==> src/rtl/ex_muldiv_unit_pkg.sv <==
// Shared pipeline definitions for the execute-stage multiply/divide unit:
// opcodes, FSM state encoding and the default datapath width.
package pipeline_pkg;

  localparam int DEF_WIDTH = 32;

  localparam logic [5:0] OP_MUL  = 6'h18;
  localparam logic [5:0] OP_MULU = 6'h19;
  localparam logic [5:0] OP_DIV  = 6'h1A;
  localparam logic [5:0] OP_DIVU = 6'h1B;

  typedef enum logic [1:0] {
    IDLE,
    BUSY,
    FIX,
    DONE
  } muldiv_state_e;

  function automatic logic isMulDiv(input logic [5:0] op);
    return (op == OP_MUL) || (op == OP_MULU) || (op == OP_DIV) || (op == OP_DIVU);
  endfunction

endpackage

==> src/rtl/ex_muldiv_unit_if.sv <==
// ID/EX-to-EX/MEM handshake bundle for the multiply/divide unit. The master is
// the pipeline side that issues operations; the slave is the unit itself.
interface ex_muldiv_unit_if #(
  parameter int WIDTH = pipeline_pkg::DEF_WIDTH
);

  logic             valid_in;
  logic [5:0]       alu_op_in;
  logic [WIDTH-1:0] regA_in;
  logic [WIDTH-1:0] regB_in;
  logic [3:0]       regC_adress_in;
  logic             write_inst_in;
  logic             flush;

  logic             stall;
  logic             busy;
  logic             done;
  logic [WIDTH-1:0] hi_out;
  logic [WIDTH-1:0] lo_out;
  logic             div_zero;
  logic [3:0]       regC_adress_out;
  logic             write_inst_out;

  modport master (
    output valid_in, alu_op_in, regA_in, regB_in, regC_adress_in, write_inst_in, flush,
    input  stall, busy, done, hi_out, lo_out, div_zero, regC_adress_out, write_inst_out
  );

  modport slave (
    input  valid_in, alu_op_in, regA_in, regB_in, regC_adress_in, write_inst_in, flush,
    output stall, busy, done, hi_out, lo_out, div_zero, regC_adress_out, write_inst_out
  );

endinterface

==> src/rtl/ex_muldiv_unit_datapath.sv <==
// Iterative multiply/divide datapath: a 2*WIDTH accumulator that holds
// {partial product, multiplier} or {remainder, quotient}, plus the sign fix-up.
module muldiv_datapath #(
  parameter int WIDTH = pipeline_pkg::DEF_WIDTH
) (
  input  logic               clk,
  input  logic               rst_n,
  input  logic               load_i,
  input  logic               step_i,
  input  logic               fix_i,
  input  logic               isDiv_i,
  input  logic               isSigned_i,
  input  logic [WIDTH-1:0]   opA_i,
  input  logic [WIDTH-1:0]   opB_i,
  output logic [2*WIDTH-1:0] result_o
);

  logic [2*WIDTH-1:0] acc_q;
  logic [WIDTH-1:0]   operand_q;
  logic               isDiv_q;
  logic               negLo_q;
  logic               negHi_q;

  logic [WIDTH-1:0]   magA;
  logic [WIDTH-1:0]   magB;
  logic [WIDTH:0]     mulSum;
  logic [2*WIDTH-1:0] mulNext;
  logic [WIDTH:0]     divTrial;
  logic [WIDTH:0]     divDiff;
  logic               divOk;
  logic [2*WIDTH-1:0] divNext;
  logic [WIDTH-1:0]   fixHi;
  logic [WIDTH-1:0]   fixLo;

  assign magA = (isSigned_i && opA_i[WIDTH-1]) ? -opA_i : opA_i;
  assign magB = (isSigned_i && opB_i[WIDTH-1]) ? -opB_i : opB_i;

  // Shift-add: add the multiplicand into the upper half when the current
  // multiplier bit is set, then shift the whole accumulator right with carry.
  assign mulSum  = {1'b0, acc_q[2*WIDTH-1:WIDTH]} + (acc_q[0] ? {1'b0, operand_q} : '0);
  assign mulNext = {mulSum, acc_q[WIDTH-1:1]};

  // Restoring divide: shift the next dividend bit into the remainder and keep
  // the difference only when it did not go negative.
  assign divTrial = {acc_q[2*WIDTH-1:WIDTH], acc_q[WIDTH-1]};
  assign divDiff  = divTrial - {1'b0, operand_q};
  assign divOk    = ~divDiff[WIDTH];
  assign divNext  = {(divOk ? divDiff[WIDTH-1:0] : divTrial[WIDTH-1:0]), acc_q[WIDTH-2:0], divOk};

  always_comb begin
    fixHi = acc_q[2*WIDTH-1:WIDTH];
    fixLo = acc_q[WIDTH-1:0];
    if (isDiv_q) begin
      if (negHi_q) fixHi = -acc_q[2*WIDTH-1:WIDTH];
      if (negLo_q) fixLo = -acc_q[WIDTH-1:0];
    end else if (negLo_q) begin
      {fixHi, fixLo} = -acc_q;
    end
  end

  assign result_o = {fixHi, fixLo};

  always_ff @(posedge clk or negedge rst_n) begin
    if (!rst_n) begin
      acc_q     <= '0;
      operand_q <= '0;
      isDiv_q   <= 1'b0;
      negLo_q   <= 1'b0;
      negHi_q   <= 1'b0;
    end else if (load_i) begin
      isDiv_q <= isDiv_i;
      negLo_q <= isSigned_i && (opA_i[WIDTH-1] ^ opB_i[WIDTH-1]);
      negHi_q <= isSigned_i && isDiv_i && opA_i[WIDTH-1];
      if (isDiv_i) begin
        acc_q     <= {{WIDTH{1'b0}}, magA};
        operand_q <= magB;
      end else begin
        acc_q     <= {{WIDTH{1'b0}}, magB};
        operand_q <= magA;
      end
    end else if (step_i) begin
      acc_q <= isDiv_q ? divNext : mulNext;
    end else if (fix_i) begin
      acc_q <= result_o;
    end
  end

endmodule

==> src/rtl/ex_muldiv_unit.sv <==
// Execute-stage multi-cycle multiply/divide unit: stalls the front of the pipe
// while iterating and hands a registered hi/lo result plus tag to EX/MEM.
module ex_muldiv_unit
  import pipeline_pkg::*;
#(
  parameter int WIDTH = DEF_WIDTH,
  parameter int CNT_W = 6
) (
  input  logic             clk,
  input  logic             rst_n,
  ex_muldiv_unit_if.slave  bus
);

  muldiv_state_e      state_q;
  logic [CNT_W-1:0]   cnt_q;
  logic [3:0]         tag_q;
  logic               wr_q;
  logic [WIDTH-1:0]   hi_q;
  logic [WIDTH-1:0]   lo_q;
  logic               done_q;
  logic               divZero_q;
  logic [3:0]         tagOut_q;
  logic               wrOut_q;

  logic               startCond;
  logic               opIsDiv;
  logic               opIsSigned;
  logic               startZero;
  logic               dpLoad;
  logic               dpStep;
  logic               dpFix;
  logic [2*WIDTH-1:0] dpResult;

  assign opIsDiv    = (bus.alu_op_in == OP_DIV) || (bus.alu_op_in == OP_DIVU);
  assign opIsSigned = (bus.alu_op_in == OP_MUL) || (bus.alu_op_in == OP_DIV);
  assign startCond  = (state_q == IDLE) && bus.valid_in && isMulDiv(bus.alu_op_in) && !bus.flush;
  assign startZero  = startCond && opIsDiv && (bus.regB_in == '0);

  assign dpLoad = startCond && !startZero;
  assign dpStep = (state_q == BUSY) && !bus.flush;
  assign dpFix  = (state_q == FIX) && !bus.flush;

  muldiv_datapath #(
    .WIDTH(WIDTH)
  ) u_datapath (
    .clk       (clk),
    .rst_n     (rst_n),
    .load_i    (dpLoad),
    .step_i    (dpStep),
    .fix_i     (dpFix),
    .isDiv_i   (opIsDiv),
    .isSigned_i(opIsSigned),
    .opA_i     (bus.regA_in),
    .opB_i     (bus.regB_in),
    .result_o  (dpResult)
  );

  // Divide-by-zero skips the iteration entirely and retires straight from IDLE.
  always_ff @(posedge clk or negedge rst_n) begin
    if (!rst_n) begin
      state_q   <= IDLE;
      cnt_q     <= '0;
      tag_q     <= '0;
      wr_q      <= 1'b0;
      hi_q      <= '0;
      lo_q      <= '0;
      done_q    <= 1'b0;
      divZero_q <= 1'b0;
      tagOut_q  <= '0;
      wrOut_q   <= 1'b0;
    end else begin
      done_q <= 1'b0;
      if (bus.flush && (state_q != IDLE)) begin
        state_q <= IDLE;
        wrOut_q <= 1'b0;
      end else begin
        unique case (state_q)
          IDLE: begin
            if (startCond) begin
              tag_q     <= bus.regC_adress_in;
              wr_q      <= bus.write_inst_in;
              cnt_q     <= '0;
              divZero_q <= 1'b0;
              if (startZero) begin
                state_q   <= DONE;
                done_q    <= 1'b1;
                divZero_q <= 1'b1;
                hi_q      <= bus.regA_in;
                lo_q      <= '1;
                tagOut_q  <= bus.regC_adress_in;
                wrOut_q   <= bus.write_inst_in;
              end else begin
                state_q <= BUSY;
              end
            end
          end
          BUSY: begin
            cnt_q <= cnt_q + CNT_W'(1);
            if (cnt_q == CNT_W'(WIDTH - 1)) state_q <= FIX;
          end
          FIX: begin
            state_q  <= DONE;
            done_q   <= 1'b1;
            hi_q     <= dpResult[2*WIDTH-1:WIDTH];
            lo_q     <= dpResult[WIDTH-1:0];
            tagOut_q <= tag_q;
            wrOut_q  <= wr_q;
          end
          DONE: state_q <= IDLE;
          default: state_q <= IDLE;
        endcase
      end
    end
  end

  assign bus.stall           = startCond || (state_q == BUSY) || (state_q == FIX);
  assign bus.busy            = (state_q != IDLE);
  assign bus.done            = done_q;
  assign bus.hi_out          = hi_q;
  assign bus.lo_out          = lo_q;
  assign bus.div_zero        = divZero_q;
  assign bus.regC_adress_out = tagOut_q;
  assign bus.write_inst_out  = wrOut_q;

endmodule

==> src/flat_wrapper.sv <==
// flat-port wrapper written by rule: the top's interface ports become plain ports
module ex_muldiv_unit_flat import pipeline_pkg::*;
#(
  parameter int WIDTH = DEF_WIDTH,
  parameter int CNT_W = 6
)
  (clk, rst_n, bus_valid_in, bus_alu_op_in, bus_regA_in, bus_regB_in, bus_regC_adress_in, bus_write_inst_in, bus_flush, bus_stall, bus_busy, bus_done, bus_hi_out, bus_lo_out, bus_div_zero, bus_regC_adress_out, bus_write_inst_out);
  ex_muldiv_unit_if #(.WIDTH(WIDTH)) bus_i ();
  input  logic clk;
  input  logic rst_n;
  input wire logic [$bits(bus_i.valid_in)-1:0] bus_valid_in;
  input wire logic [$bits(bus_i.alu_op_in)-1:0] bus_alu_op_in;
  input wire logic [$bits(bus_i.regA_in)-1:0] bus_regA_in;
  input wire logic [$bits(bus_i.regB_in)-1:0] bus_regB_in;
  input wire logic [$bits(bus_i.regC_adress_in)-1:0] bus_regC_adress_in;
  input wire logic [$bits(bus_i.write_inst_in)-1:0] bus_write_inst_in;
  input wire logic [$bits(bus_i.flush)-1:0] bus_flush;
  output wire logic [$bits(bus_i.stall)-1:0] bus_stall;
  output wire logic [$bits(bus_i.busy)-1:0] bus_busy;
  output wire logic [$bits(bus_i.done)-1:0] bus_done;
  output wire logic [$bits(bus_i.hi_out)-1:0] bus_hi_out;
  output wire logic [$bits(bus_i.lo_out)-1:0] bus_lo_out;
  output wire logic [$bits(bus_i.div_zero)-1:0] bus_div_zero;
  output wire logic [$bits(bus_i.regC_adress_out)-1:0] bus_regC_adress_out;
  output wire logic [$bits(bus_i.write_inst_out)-1:0] bus_write_inst_out;
  assign bus_i.valid_in = bus_valid_in;
  assign bus_i.alu_op_in = bus_alu_op_in;
  assign bus_i.regA_in = bus_regA_in;
  assign bus_i.regB_in = bus_regB_in;
  assign bus_i.regC_adress_in = bus_regC_adress_in;
  assign bus_i.write_inst_in = bus_write_inst_in;
  assign bus_i.flush = bus_flush;
  assign bus_stall = bus_i.stall;
  assign bus_busy = bus_i.busy;
  assign bus_done = bus_i.done;
  assign bus_hi_out = bus_i.hi_out;
  assign bus_lo_out = bus_i.lo_out;
  assign bus_div_zero = bus_i.div_zero;
  assign bus_regC_adress_out = bus_i.regC_adress_out;
  assign bus_write_inst_out = bus_i.write_inst_out;
  ex_muldiv_unit #(.WIDTH(WIDTH), .CNT_W(CNT_W)) u_core (.clk(clk), .rst_n(rst_n), .bus(bus_i));
endmodule
==> config.mk <==
export PLATFORM = sky130hd
export DESIGN_NAME = ex_muldiv_unit_flat
export DESIGN_NICKNAME = d
export VERILOG_FILES = /design/src/rtl/ex_muldiv_unit_pkg.sv /design/src/rtl/ex_muldiv_unit_if.sv /design/src/rtl/ex_muldiv_unit_datapath.sv /design/src/rtl/ex_muldiv_unit.sv /design/src/flat_wrapper.sv
export SDC_FILE = /design/constraint.sdc
export NUM_CORES = 1
export LEC_CHECK = 0
export BUFFER_PORTS_ARGS = -buffer_cell sky130_fd_sc_hd__buf_2
export CAP_MARGIN = 20
export CORE_ASPECT_RATIO = 1.25
export CORE_MARGIN = 2
export CORE_UTILIZATION = 56
export DETAILED_ROUTE_END_ITERATION = 12
export GPL_TIMING_DRIVEN = 0
export PLACE_DENSITY = 0.79
export SYNTH_ARGS = -nofsm -noshare
export SYNTH_HDL_FRONTEND = slang
export SYNTH_SLANG_ARGS = --single-unit
==> constraint.sdc <==
create_clock -name clk -period 3.6 [get_ports clk]
set_input_delay 0.9 -clock clk [delete_from_list [all_inputs] [get_ports clk]]
set_output_delay 0.9 -clock clk [all_outputs]
set_load 0.05 [all_outputs]
==> results by group <==
Floorplan
  – Starting Density: 57.0%
  – I/O Pins: 152
  – Die width: 156 µm
  – Die area: 30300 µm²
  – Total core area: 28400 µm²
  – Rows: 69
  – Die height: 194 µm

Route
  – DR WL met2: 30900 µm
  – Drt drc: 0
  – Routed WL: 68100 µm
  – Met3 wire length: 6280 µm
  – Post-route ant nets: 0
  – Routed met1 length: 23900 µm
  – Max layer used: met5
  – DR vias: 18100
  – Avg WL per Cell: 25.1 µm
  – Iteration count of the initial detailed-routing pass: 8
  – Via density: 6.67
  – DRT iter0 DRCs: 1974

GRT
  – Gr usage total: 43.4%
  – Global-route wire length before repair: 99600 µm
  – Largest net degree at the start of global routing: 103
  – Initial antenna violation count: 3
  – Vias in the first global route: 17300
  – GR Overflow Total: 0

STA
  – Hold Violations, Final: 0
  – Max frequency: 274 MHz
  – Worst Max-Slew Pin Slew: 1.17 ns
  – Final setup viols: 8
  – Fin Setup TNS: -0.128 ns
  – RSZ-0062 raised after global routing: yes
  – Tmin final: 3.64 ns
  – Slack of the critical path: -0.0435 ns
  – Worst slew margin: 21.4%
  – Setup Skew: 0.0124 ns
  – Slew Viols, Final: 0
  – Period utilization: 101%

Worst hold path
  – Hold_sp: u_core.bus.hi_out[12]$_DFFE_PN0P_
  – Hold/Removal Path Class: reg2reg

Status
  – Status: complete, but fails checks
  – Failing checks: negative setup slack

Layout
  – Ratio of cells with drive above 1 in the final layout: 18.8%
  – Final std cells w/o fill: 2709
  – Final instance area: 19600 µm²
  – Final nets: 2492
  – Area Overhead vs Synth: 21.0%

Setup path
  – CP startpoint: u_core.u_datapath.acc_q[31]$_DFFE_PN0P_
  – Worst EP required: 3.96 ns
  – Crit start category: flop
  – R2R Setup Slk: -0.04 ns
  – CP Capture Type: flop
  – Worst path arrival time: 4.00 ns
  – R2r startpoint: u_core.u_datapath.acc_q[31]$_DFFE_PN0P_
  – Crit path max-delay family: compound AO/OA/AOI/OAI gates
  – Critical-path cell list: clkinvlp_4 -> ha_4 -> fa_2 -> nand2b_4 -> a21o_1 -> a31o_4 -> a2111oi_4 -> o2111ai_2 -> nand3_4 -> buf_4 -> buf_6 -> nand2_1 -> o21ai_0 -> a21oi_1 -> a211oi_1
  – WP buf/inv: 3
  – Crit Path Category: reg2reg
  – Max Fanout on Critical Path: 10
  – CP max stage cell: a2111oi_4
  – Largest stage delay, worst path: 0.48 ns

Clock tree
  – Maximum clock insertion buffer count: 2
  – H-tree levels: 4
  – CTS sink cnt: 183
  – CTS root buf: clkbuf_16
  – TritonCTS Buffers: 17
  – Clock insertion delay at the later pin of the skew report: 0.46 ns
  – CTS tree: built
  – Post-CTS Hold Buffers: 0
  – CTS clk-pin slew, worst paths: 0.08 ns

Yosys
  – Main synth FF type: dfrtp_1
  – Ys Warns: 0
  – Synth cell types: 81
  – Synth top area share: 28.3%
  – Post-Syn Nets: 2262
  – Synth async-reset ratio: 100%
  – Synth area leaders: dfrtp_1 28%, xor2_1 6.0%, a21oi_1 5.9%, o21ai_0 5.8%, ha_1 5.6%
  – Syn_area_per_cell: 7.68 µm²
  – EDFF count, synth: 0
  – Post-Syn Area: 16200 µm²
  – Syn Inst Count: 2108
  – Synth Register Bits: 183
  – Seq/Total Area, Yosys: 28.3%
  – Most frequent cell after synthesis: nor2_1
  – Synth top cells by count: 238 x nor2_1, 221 x nand2_1, 190 x a21oi_1
  – Largest area contributor in the netlist: dfrtp_1

Place
  – DP Worst Slack: -1.46 ns
  – Placed insts: 2615
  – IO Port Bufs: 151
  – Hpwl dp: 51000 µm
  – Placed instance area: 17400 µm²
  – Gpl congestion: 1.05

Power
  – Power density over cell area: 979 nW/µm²
  – Total power draw: 19.2 mW
  – Maximum VDD drop: 0.527 mV
  – Lkg Pwr: 8.13 nW

Job
  – Number of max-cap violations: 0
==> layout by cell type (no fill, tap or decap), drive strengths merged, types with 47 or more instances in the layout <==
master	netlist	routed
xnor2	86	86
mux2i	47	47
nand2	221	221
a21oi	191	191
o21ai	198	198
buf	31	247
inv	66	71
dfrtp	183	183
clkbuf	111	124
a31oi	50	50
a211oi	74	74
ha	73	73
nor2	241	241
xor2	111	111
==> repair_timing <==
item,CTS,global route
endpoints found under the setup margin,164,126
pin swaps,14,55
gates cloned,1,0
endpoints found under the hold margin,0,0
gates resized for setup,115,152
buffers inserted,18,48
==> cells by family after synthesis <==
family	count (synthesis)	share of synthesized area [%]
compound gates	706	27.3
xor+xnor	197	10.7
fa+ha+maj	75	5.89
buf+inv	209	5.02
flops	183	28.3
mux	58	3.67
simple gates	680	19.2
==> layer usage <==
| metal | vias up | GRT usage [%] |
|---|---|---|
| li1 | 8025 | - |
| met1 | 8446 | 50.3 |
| met2 | 1217 | 68.8 |
| met3 | 390 | 7.53 |
| met4 | 2 | 37.8 |
| met5 | - | 0 |
==> sequential cells by signal, summed over array words and instances, names as in the netlist <==
register and flops:
u_core.u_datapath.acc_q 64, u_core.bus.hi_out 32, u_core.bus.lo_out 32, u_core.u_datapath.operand_q 32, u_core.cnt_q 6, u_core.bus.regC_adress_out 4
u_core.tag_q 4, u_core.state_q 2, u_core.bus.div_zero 1, u_core.bus.done 1, u_core.bus.write_inst_out 1, u_core.u_datapath.isDiv_q 1
u_core.u_datapath.negHi_q 1, u_core.u_datapath.negLo_q 1, u_core.wr_q 1
==> power by group <==
part,internal (mW),switching [mW]
registers,2.85,0.909
clock network,1.08,0.973
logic,4.94,8.41
==> worst reg2reg max path: stages (launching register included) <==
cell	delay [ns]
dfrtp_2	0.41
clkinvlp_4	0.16
ha_4	0.20
fa_2	0.39
nand2b_4	0.16
a21o_1	0.21
a31o_4	0.29
a2111oi_4	0.48
o2111ai_2	0.23
nand3_4	0.19
buf_4	0.13
buf_6	0.15
nand2_1	0.13
o21ai_0	0.12
a21oi_1	0.09
a211oi_1	0.21
==> per-stage QoR <==
| step | utilization [%] | hold WS [ns] |
|---|---|---|
| finish | 68.9 | 0.475 |
| global route | 68.9 | 0.505 |
| CTS | 65.5 | 0.477 |
| detailed placement | 61.3 | 0.461 |
| global placement | 61.2 | 0.459 |
| floorplan | - | 0.450 |
==> area by class of cell <==
class	instances	area, µm²
inverters	67	267
plain buffers	134	669
fillers	2382	8830
diodes	3	7.51
flip-flops and latches	183	4590
repair buffers	219	1360
clock inverters	14	183
well taps	355	444
multi-input cells	1716	11600
clock buffers	18	439
==> final timing paths <==
kind / end / cells after the start
worst min register to register: u_core.bus.hi_out[12]$_DFFE_PN0P_ / 1
worst max register to register: u_core.u_datapath.acc_q[32]$_DFFE_PN0P_ / 15
worst max-delay path: u_core.u_datapath.acc_q[32]$_DFFE_PN0P_ / 15
min in group asynchronous: u_core.u_datapath.acc_q[55]$_DFFE_PN0P_ / 1
worst min-delay path: u_core.bus.hi_out[12]$_DFFE_PN0P_ / 1
max in group asynchronous: u_core.u_datapath.acc_q[0]$_DFFE_PN0P_ / 2
No activity file was read; power rests on OpenSTA's default activity.
